[src/rtl/cache_responder_pkg.sv]
// Shared definitions for the cache responder: controller state encoding,
// line geometry and the address-split width constants used by both the
// controller and its tag/valid/data array.
package cache_responder_pkg;

  localparam int ADDR_W     = 32;
  localparam int DATA_W     = 32;
  localparam int LINE_WORDS = 4;
  localparam int OFF_W      = 2;               // word offset within a line
  localparam int BYTE_W     = 2;               // byte-in-word bits, ignored
  localparam int BLK_W      = OFF_W + BYTE_W;  // index field starts here

  typedef enum logic [1:0] {
    IDLE  = 2'd0,
    FILL  = 2'd1,
    WRITE = 2'd2
  } state_t;

endpackage

[src/rtl/cache_responder_array.sv]
// Tag, valid and data storage for the direct-mapped cache responder.
// Ports:
//   clk, rst                  clock and asynchronous active-high reset (valid bits only)
//   rd_idx, rd_off            combinational read port: line index and word offset
//   rd_valid, rd_tag, rd_word line valid bit, stored tag and addressed word
//   wr_idx, wr_off            write port address
//   wr_en, wr_word            word write at (wr_idx, wr_off)
//   line_we, line_valid,      line-state write at wr_idx: sets valid to line_valid,
//   line_tag                  and stores line_tag when the line becomes valid
module cache_responder_array
  import cache_responder_pkg::*;
#(
  parameter int LINES = 16,
  parameter int IDX_W = $clog2(LINES),
  parameter int TAG_W = ADDR_W - BLK_W - IDX_W
) (
  input  logic              clk,
  input  logic              rst,
  input  logic [IDX_W-1:0]  rd_idx,
  input  logic [OFF_W-1:0]  rd_off,
  output logic              rd_valid,
  output logic [TAG_W-1:0]  rd_tag,
  output logic [DATA_W-1:0] rd_word,
  input  logic [IDX_W-1:0]  wr_idx,
  input  logic [OFF_W-1:0]  wr_off,
  input  logic              wr_en,
  input  logic [DATA_W-1:0] wr_word,
  input  logic              line_we,
  input  logic              line_valid,
  input  logic [TAG_W-1:0]  line_tag
);

  logic [DATA_W-1:0] data_mem [LINES*LINE_WORDS];
  logic [TAG_W-1:0]  tag_mem  [LINES];
  logic [LINES-1:0]  valid_q, valid_d;

  assign rd_word  = data_mem[{rd_idx, rd_off}];
  assign rd_tag   = tag_mem[rd_idx];
  assign rd_valid = valid_q[rd_idx];

  always_comb begin
    valid_d = valid_q;
    if (line_we) valid_d[wr_idx] = line_valid;
  end

  always_ff @(posedge clk or posedge rst) begin
    if (rst) valid_q <= '0;
    else     valid_q <= valid_d;
  end

  // Storage contents need no reset: a line is only trusted once its valid bit is set.
  always_ff @(posedge clk) begin
    if (wr_en) data_mem[{wr_idx, wr_off}] <= wr_word;
    if (line_we && line_valid) tag_mem[wr_idx] <= line_tag;
  end

endmodule

[src/rtl/cache_responder.sv]
// Direct-mapped, write-through / no-allocate cache responder.
// Loads that hit return data the cycle after acceptance; load misses fill
// the whole line from backing memory one word at a time; every store is
// written through to backing memory.
// Ports:
//   sys_clk_i, sys_rst_i          clock, asynchronous active-high reset
//   precycle_addr/enable/we,      CPU request (byte address, strobe, store flag)
//   cpu_wdata                     store data
//   cpu_rdata                     load data, held until the next load completes
//   cache_busy                    high while a fill or write-through is pending
//   mem_req/we/addr/wdata         backing-memory word request
//   mem_rdata, mem_ack            backing-memory response (transfer when req & ack)
module cache_responder #(
  parameter int LINES      = 16,
  parameter int LINE_WORDS = cache_responder_pkg::LINE_WORDS
) (
  input  logic        sys_clk_i,
  input  logic        sys_rst_i,
  input  logic [31:0] precycle_addr,
  input  logic        precycle_enable,
  input  logic        precycle_we,
  input  logic [31:0] cpu_wdata,
  output logic [31:0] cpu_rdata,
  output logic        cache_busy,
  output logic        mem_req,
  output logic        mem_we,
  output logic [31:0] mem_addr,
  output logic [31:0] mem_wdata,
  input  logic [31:0] mem_rdata,
  input  logic        mem_ack
);
  import cache_responder_pkg::*;

  localparam int IDX_W = $clog2(LINES);
  localparam int TAG_W = ADDR_W - BLK_W - IDX_W;
  localparam int WA_W  = ADDR_W - BYTE_W;                 // word-address width
  localparam logic [OFF_W-1:0] K_LAST = OFF_W'(LINE_WORDS - 1);

  state_t            state_q, state_d;
  logic              busy_q, busy_d;
  logic              mem_req_q, mem_req_d;
  logic              mem_we_q, mem_we_d;
  logic [31:0]       mem_addr_q, mem_addr_d;
  logic [31:0]       mem_wdata_q, mem_wdata_d;
  logic [31:0]       cpu_rdata_q, cpu_rdata_d;
  logic [OFF_W-1:0]  k_q, k_d, k_nxt;
  logic [WA_W-1:0]   req_q, req_d;   // word address of the request in flight

  logic [OFF_W-1:0]  cpu_off, req_off, rd_off, wr_off;
  logic [IDX_W-1:0]  cpu_idx, req_idx, rd_idx, wr_idx;
  logic [TAG_W-1:0]  cpu_tag, req_tag, rd_tag;
  logic              rd_valid, wr_en, line_we, line_valid;
  logic [31:0]       rd_word, wr_word;
  logic              in_idle, accept, hit, xfer;
  logic              unused_addr_bits;

  assign unused_addr_bits = ^precycle_addr[BYTE_W-1:0];

  assign cpu_off = precycle_addr[BLK_W-1:BYTE_W];
  assign cpu_idx = precycle_addr[BLK_W +: IDX_W];
  assign cpu_tag = precycle_addr[ADDR_W-1 -: TAG_W];
  assign req_off = req_q[OFF_W-1:0];
  assign req_idx = req_q[OFF_W +: IDX_W];
  assign req_tag = req_q[WA_W-1 -: TAG_W];

  // The read port looks at the CPU address while idle (hit check, load data)
  // and at the latched request during a fill (to return the requested word).
  assign in_idle = (state_q == IDLE);
  assign rd_idx  = in_idle ? cpu_idx : req_idx;
  assign rd_off  = in_idle ? cpu_off : req_off;

  // busy_q is still high on the edge where it falls, so no accept can coincide.
  assign accept = precycle_enable && !busy_q && in_idle;
  assign hit    = rd_valid && (rd_tag == cpu_tag);
  assign xfer   = mem_req_q && mem_ack;
  assign k_nxt  = k_q + 1'b1;

  cache_responder_array #(
    .LINES (LINES),
    .IDX_W (IDX_W),
    .TAG_W (TAG_W)
  ) u_array (
    .clk        (sys_clk_i),
    .rst        (sys_rst_i),
    .rd_idx     (rd_idx),
    .rd_off     (rd_off),
    .rd_valid   (rd_valid),
    .rd_tag     (rd_tag),
    .rd_word    (rd_word),
    .wr_idx     (wr_idx),
    .wr_off     (wr_off),
    .wr_en      (wr_en),
    .wr_word    (wr_word),
    .line_we    (line_we),
    .line_valid (line_valid),
    .line_tag   (req_tag)
  );

  always_comb begin
    state_d     = state_q;
    busy_d      = busy_q;
    mem_req_d   = mem_req_q;
    mem_we_d    = mem_we_q;
    mem_addr_d  = mem_addr_q;
    mem_wdata_d = mem_wdata_q;
    cpu_rdata_d = cpu_rdata_q;
    k_d         = k_q;
    req_d       = req_q;
    wr_en       = 1'b0;
    wr_idx      = req_idx;
    wr_off      = k_q;
    wr_word     = mem_rdata;
    line_we     = 1'b0;
    line_valid  = 1'b0;

    case (state_q)
      IDLE: begin
        if (accept) begin
          req_d = precycle_addr[ADDR_W-1:BYTE_W];
          if (precycle_we) begin
            // Write-through, no-allocate: only a hitting line is updated.
            if (hit) begin
              wr_en   = 1'b1;
              wr_idx  = cpu_idx;
              wr_off  = cpu_off;
              wr_word = cpu_wdata;
            end
            state_d     = WRITE;
            busy_d      = 1'b1;
            mem_req_d   = 1'b1;
            mem_we_d    = 1'b1;
            mem_addr_d  = {precycle_addr[ADDR_W-1:BYTE_W], {BYTE_W{1'b0}}};
            mem_wdata_d = cpu_wdata;
          end else if (hit) begin
            cpu_rdata_d = rd_word;
          end else begin
            // Invalidate up front so an interrupted fill never leaves a
            // half-written line looking valid under its old tag.
            line_we    = 1'b1;
            line_valid = 1'b0;
            wr_idx     = cpu_idx;
            state_d    = FILL;
            busy_d     = 1'b1;
            mem_req_d  = 1'b1;
            mem_we_d   = 1'b0;
            k_d        = '0;
            mem_addr_d = {precycle_addr[ADDR_W-1:BLK_W], {BLK_W{1'b0}}};
          end
        end
      end

      FILL: begin
        if (xfer) begin
          wr_en = 1'b1;
          if (k_q == K_LAST) begin
            line_we     = 1'b1;
            line_valid  = 1'b1;
            // Earlier words are already in the array; the last one is only on the bus.
            cpu_rdata_d = (req_off == k_q) ? mem_rdata : rd_word;
            state_d     = IDLE;
            busy_d      = 1'b0;
            mem_req_d   = 1'b0;
            k_d         = '0;
          end else begin
            k_d        = k_nxt;
            mem_addr_d = {req_q[WA_W-1:OFF_W], k_nxt, {BYTE_W{1'b0}}};
          end
        end
      end

      WRITE: begin
        if (xfer) begin
          state_d   = IDLE;
          busy_d    = 1'b0;
          mem_req_d = 1'b0;
          mem_we_d  = 1'b0;
        end
      end

      default: begin
        state_d   = IDLE;
        busy_d    = 1'b0;
        mem_req_d = 1'b0;
        mem_we_d  = 1'b0;
      end
    endcase
  end

  always_ff @(posedge sys_clk_i or posedge sys_rst_i) begin
    if (sys_rst_i) begin
      state_q     <= IDLE;
      busy_q      <= 1'b0;
      mem_req_q   <= 1'b0;
      mem_we_q    <= 1'b0;
      mem_addr_q  <= '0;
      mem_wdata_q <= '0;
      cpu_rdata_q <= '0;
      k_q         <= '0;
      req_q       <= '0;
    end else begin
      state_q     <= state_d;
      busy_q      <= busy_d;
      mem_req_q   <= mem_req_d;
      mem_we_q    <= mem_we_d;
      mem_addr_q  <= mem_addr_d;
      mem_wdata_q <= mem_wdata_d;
      cpu_rdata_q <= cpu_rdata_d;
      k_q         <= k_d;
      req_q       <= req_d;
    end
  end

  assign cpu_rdata  = cpu_rdata_q;
  assign cache_busy = busy_q;
  assign mem_req    = mem_req_q;
  assign mem_we     = mem_we_q;
  assign mem_addr   = mem_addr_q;
  assign mem_wdata  = mem_wdata_q;

endmodule

[config.mk]
export PLATFORM = sky130hd
export DESIGN_NAME = cache_responder
export DESIGN_NICKNAME = d
export VERILOG_FILES = /design/src/rtl/cache_responder_pkg.sv /design/src/rtl/cache_responder_array.sv /design/src/rtl/cache_responder.sv
export SDC_FILE = /design/constraint.sdc
export NUM_CORES = 2
export LEC_CHECK = 0
export ABC_CLOCK_PERIOD_IN_PS = 9800
export BUFFER_PORTS_ARGS = -buffer_cell sky130_fd_sc_hd__buf_2
export CORE_ASPECT_RATIO = 0.6
export CORE_UTILIZATION = 40
export DETAILED_ROUTE_END_ITERATION = 8
export GPL_TIMING_DRIVEN = 0
export PLACE_DENSITY = 0.58
export SYNTH_ARGS = -nofsm -noshare
export SYNTH_HDL_FRONTEND = slang
export SYNTH_HIERARCHICAL = 1
export SYNTH_SLANG_ARGS = --single-unit
export TNS_END_PERCENT = 1
[constraint.sdc]
create_clock -name sys_clk_i -period 9.8 [get_ports sys_clk_i]
set_input_delay 0 -clock sys_clk_i [delete_from_list [all_inputs] [get_ports sys_clk_i]]
set_output_delay 0 -clock sys_clk_i [all_outputs]
set_load 0.01 [all_outputs]
==> flow_summary.rst <==
.. list-table::
   :header-rows: 1

   * - Metric
     - Value
   * - Post-synth top flop
     - sky130_fd_sc_hd__edfxtp_1
   * - Synthesis-to-finish area growth
     - 17.0%
   * - Maximum count of clock buffers along a single path
     - 4
   * - Starting density of the core
     - 0.405
   * - Total wirelength of the detailed-routed design
     - 298 mm
   * - Startpoint Class
     - flip-flop
   * - Layout Skew
     - 0.0796 ns
   * - First element of the critical path
     - state_q[1]
   * - Worst slew pin tran
     - ~1.5 ns
   * - Xor and xnor fraction of the mapped netlist area
     - 0.00227
   * - Area occupied by registers
     - between 70000 and 80000 um2
   * - Sum of net half-perimeters after detailed placement
     - roughly 200 mm
   * - Worst slack after detailed placement
     - -0.927 ns
   * - Fraction of registers with async set or reset after synthesis
     - 0.0566
   * - TritonCTS Sinks
     - around 2600
   * - DRC violation count after routing
     - 0
   * - Overflow left after global routing
     - 0
   * - Clock insertion delay at the later pin of the skew report
     - 0.90 ns
   * - Clk root buf
     - sky130_fd_sc_hd__clkbuf_16
   * - Detailed-routing iteration count for the pre-antenna-repair pass
     - 5
   * - LEAKAGE
     - around 38 nW
   * - Pins over their slew limit
     - 7
   * - Synth Cell Area
     - 100000 um2
   * - Largest family of logic cells by synthesized area
     - multiplexers
   * - Crit path DAT
     - 10.34 ns
   * - Final layout net count
     - around 5300
   * - Pin count of the biggest net entering global routing
     - a little over 80
   * - Number of buffers inserted during clock tree synthesis
     - 240
   * - Wire length of the first global-routing pass
     - roughly 400 mm
   * - Result of the run
     - complete, but fails checks
   * - Number of rows created at floorplan
     - 141
   * - Slew margin rel.
     - -0.0235
   * - Combined global-route utilization of all metal layers
     - 0.233
   * - Post-synthesis share of cell area spent on and, or, nand and nor gates
     - 0.0184
   * - Synth warn
     - 6
   * - Seq/Total Area, Yosys
     - 0.765
   * - Number of distinct standard cells referenced by the synthesized netlist
     - 57
   * - Post-synthesis average cell area
     - approximately 22 um2
   * - Violations in the final reports
     - capacitance limit, slew limit, setup timing
   * - Final core utilization
     - 0.474
   * - CTS tree
     - done
   * - Worst path required time
     - a little over 10 ns
   * - WHS
     - 0.0492 ns
   * - Placed cells
     - approximately 8100
   * - Flip-flop and latch count after synthesis
     - about 2600
   * - Die width
     - 648 um
   * - Area of the core
     - approximately 250000 um2
   * - Routed len/inst
     - 34.2 um
   * - Peak supply drop
     - about 180 uV
   * - Last weighted congestion value of the routability-driven placer
     - roughly 0.9
   * - Routed Antenna Nets
     - 0
   * - Footprint of the multi-input gates
     - 22800 um2
   * - Final Critical Period
     - approximately 9.8 ns
   * - Critical Path Sink Type
     - flip-flop
   * - Register clock-pin slew on the reported worst setup and hold paths
     - 0.06 ns
   * - H-tree depth reported by CTS
     - 4
   * - Biggest area contributors in the synthesized netlist
     - sky130_fd_sc_hd__edfxtp_1, sky130_fd_sc_hd__mux4_2, sky130_fd_sc_hd__dfrtp_1, sky130_fd_sc_hd__mux2_2, sky130_fd_sc_hd__mux2i_1
   * - Total number of vias
     - roughly 52000
   * - Number of filler instances in the final layout
     - 20100
   * - Die Y
     - approximately 390 um
   * - Largest area contributor in the netlist
     - sky130_fd_sc_hd__edfxtp_1
   * - Area enclosed by the die boundary
     - 253000 um2
   * - Via count of the first global-routing pass
     - roughly 50000
   * - Post-synthesis mux area share
     - 0.178
   * - Fraction of final layout cells with drive strength greater than 1
     - 0.316
   * - PD cells
     - approximately 250 nW/um2
   * - FMAX
     - ~100 MHz
   * - IO Pins
     - 200
   * - Final hold violations
     - 0
   * - Drt via density
     - between 5 and 6
   * - Classification of the worst-slack hold path
     - input port to flip-flop
   * - Post-synthesis adder-cell area fraction
     - 0.000125
   * - Non-Filler Instances
     - just under 9000
   * - Synthesized-area fraction occupied by ao, oa, aoi and oai cells
     - 0.0220
   * - DRC violation total after the first TritonRoute iteration
     - roughly 7400
   * - RSZ-0062 raised after global routing
     - yes
   * - Final setup violation count
     - 14
   * - Crit Path Category
     - flip-flop to flip-flop
   * - Top-area cell type share of the netlist area
     - 0.729
   * - Count of flip-flops with a built-in enable after synthesis
     - around 2400
   * - Max-Cap Viols
     - 2
   * - R2r startpoint
     - state_q[1]
   * - Largest fanout of any net on the critical path
     - 19
   * - Fin worst setup slack
     - -0.0242 ns
   * - Post-Syn Instances
     - 4514
   * - Final clock period utilization by the worst path
     - 1.00
   * - Antenna violations before repair
     - 20
   * - Source of the worst hold timing path
     - mem_rdata[29]
   * - Number of I/O port buffers
     - just under 200
[cell families after synthesis]
| logic type | Yosys count |
|---|---|
| mux | 961 |
| flops | 2578 |
| xor+xnor | 26 |
| other cells | 1 |
| buf+inv | 263 |
| fa+ha+maj | 1 |
| simple gates | 380 |
| compound gates | 304 |
[stage by stage]
| stage | total power [W] | setup TNS [ns] | instance area [um2] |
|---|---|---|---|
| floorplan | 0.0174 | 0 | 100000 |
| global placement | 0.0204 | -6031.04 | 105000 |
| detailed placement | 0.0206 | -993.79 | 108000 |
| CTS | 0.0297 | 0 | 117000 |
| global route | 0.0305 | -1.23 | 117000 |
| finish | 0.0296 | -0.180 | 117000 |
[cells in the final DEF (no fill, tap or decap), types with 107 or more instances in the layout]
cell,count
sky130_fd_sc_hd__edfxtp_1,2432
sky130_fd_sc_hd__mux4_2,635
sky130_fd_sc_hd__buf_2,283
sky130_fd_sc_hd__clkbuf_16,244
sky130_fd_sc_hd__mux2_2,184
sky130_fd_sc_hd__dlygate4sd3_1,176
sky130_fd_sc_hd__clkbuf_1,154
sky130_fd_sc_hd__dfrtp_1,146
sky130_fd_sc_hd__mux2i_1,120
sky130_fd_sc_hd__nand2_1,107
[state kept, by name (all words and copies together) (netlist names)]
| name | flops |
|---|---|
| mem_req | 1 |
| cpu_rdata | 32 |
| u_array/valid_q | 16 |
| u_array/data_mem | 2048 |
| k_q | 2 |
| mem_we | 1 |
| req_q | 30 |
| state_q | 2 |
| mem_addr | 30 |
| u_array/tag_mem | 384 |
| mem_wdata | 32 |
[cell usage after synthesis (3+ instances only)]
cell type / number
sky130_fd_sc_hd__or2_2: 5
sky130_fd_sc_hd__o22a_1: 13
sky130_fd_sc_hd__xor2_1: 13
sky130_fd_sc_hd__nand3b_1: 16
sky130_fd_sc_hd__o21ai_1: 6
sky130_fd_sc_hd__nor3_1: 24
sky130_fd_sc_hd__o21ai_0: 63
sky130_fd_sc_hd__nor4_1: 4
sky130_fd_sc_hd__a22o_1: 24
sky130_fd_sc_hd__a22oi_1: 56
sky130_fd_sc_hd__nand3_1: 41
sky130_fd_sc_hd__dfrtp_1: 146
sky130_fd_sc_hd__buf_6: 26
sky130_fd_sc_hd__a221oi_1: 12
sky130_fd_sc_hd__nor2_1: 104
sky130_fd_sc_hd__buf_4: 32
sky130_fd_sc_hd__mux4_2: 635
sky130_fd_sc_hd__edfxtp_1: 2432
sky130_fd_sc_hd__o311ai_0: 14
sky130_fd_sc_hd__mux2i_1: 120
sky130_fd_sc_hd__xnor2_1: 13
sky130_fd_sc_hd__nand2b_1: 26
sky130_fd_sc_hd__mux2_1: 8
sky130_fd_sc_hd__o221ai_1: 16
sky130_fd_sc_hd__nand4_1: 7
sky130_fd_sc_hd__o311ai_1: 10
sky130_fd_sc_hd__o31ai_1: 3
sky130_fd_sc_hd__a31oi_1: 15
sky130_fd_sc_hd__nand2_1: 107
sky130_fd_sc_hd__o22ai_1: 22
sky130_fd_sc_hd__buf_2: 87
sky130_fd_sc_hd__buf_1: 11
sky130_fd_sc_hd__a21oi_1: 16
sky130_fd_sc_hd__mux2_2: 198
sky130_fd_sc_hd__a311o_1: 12
sky130_fd_sc_hd__nand4b_1: 12
sky130_fd_sc_hd__o211a_1: 3
sky130_fd_sc_hd__a211oi_1: 12
sky130_fd_sc_hd__nor2b_1: 23
sky130_fd_sc_hd__inv_1: 4
sky130_fd_sc_hd__clkbuf_1: 103
[worst paths after layout]
check | slack (ns) | endpoint | depth (start not counted)
min | 0.05 | cpu_rdata[29] | 4
min in group asynchronous | 0.40 | mem_addr[7] | 4
max reg2reg | -0.02 | u_array/data_mem[31][7] | 19
min reg2reg | 0.48 | mem_addr[31] | 2
max | -0.02 | u_array/data_mem[31][7] | 19
max in group asynchronous | 8.53 | mem_wdata[15] | 5
[power breakdown]
| part | internal (W) | switching, W | total [W] |
|---|---|---|---|
| Clock | 0.00505 | 0.00405 | 0.00911 |
| Sequential | 0.0126 | 0.000375 | 0.0130 |
| Combinational | 0.00291 | 0.00460 | 0.00751 |
[critical path: stages, from the launching register on]
cell and delay (ns):
sky130_fd_sc_hd__dfrtp_1 0.36, sky130_fd_sc_hd__clkbuf_1 0.19, sky130_fd_sc_hd__nor2_2 0.46, sky130_fd_sc_hd__mux2_2 0.25, sky130_fd_sc_hd__buf_2 0.30, sky130_fd_sc_hd__buf_2 0.42, sky130_fd_sc_hd__clkbuf_1 0.78, sky130_fd_sc_hd__mux4_2 0.42
sky130_fd_sc_hd__mux4_2 0.52, sky130_fd_sc_hd__xnor2_1 0.62, sky130_fd_sc_hd__nand4_1 0.15, sky130_fd_sc_hd__or4_1 0.60, sky130_fd_sc_hd__buf_2 0.21, sky130_fd_sc_hd__nor3_4 0.79, sky130_fd_sc_hd__a21oi_2 0.16, sky130_fd_sc_hd__mux2_2 0.43
sky130_fd_sc_hd__clkbuf_1 0.53, sky130_fd_sc_hd__nand4_1 0.94, sky130_fd_sc_hd__nor2_4 0.94, sky130_fd_sc_hd__buf_12 0.28
[layer usage]
layer,vias up,global-route usage,wire length [um]
met2,3051,0.329,127000
met5,-,0,30
li1,20500,-,-
met4,6,0.0536,7710
met1,28300,0.359,127000
met3,387,0.0642,36500
[layout make-up]
class / instances / share of cell area
antenna: 6 / 0.000128
buffer: 259 / 0.0121
clock buffer: 310 / 0.0545
clock inverter: 129 / 0.00929
inverter: 4 / 0.000192
multi-input combinational: 1674 / 0.194
sequential: 2578 / 0.654
tap: 3289 / 0.0351
timing repair buffer: 474 / 0.0401
[repair_timing]
item                                     CTS  global route
hold buffers                             176             0
pin swaps                                  3             4
endpoints found under the setup margin  2264           174
resized for setup                         10             4
endpoints found under the hold margin    414             0
buffers inserted                           3             3
Note: power is estimated with default switching activity, not from simulation.
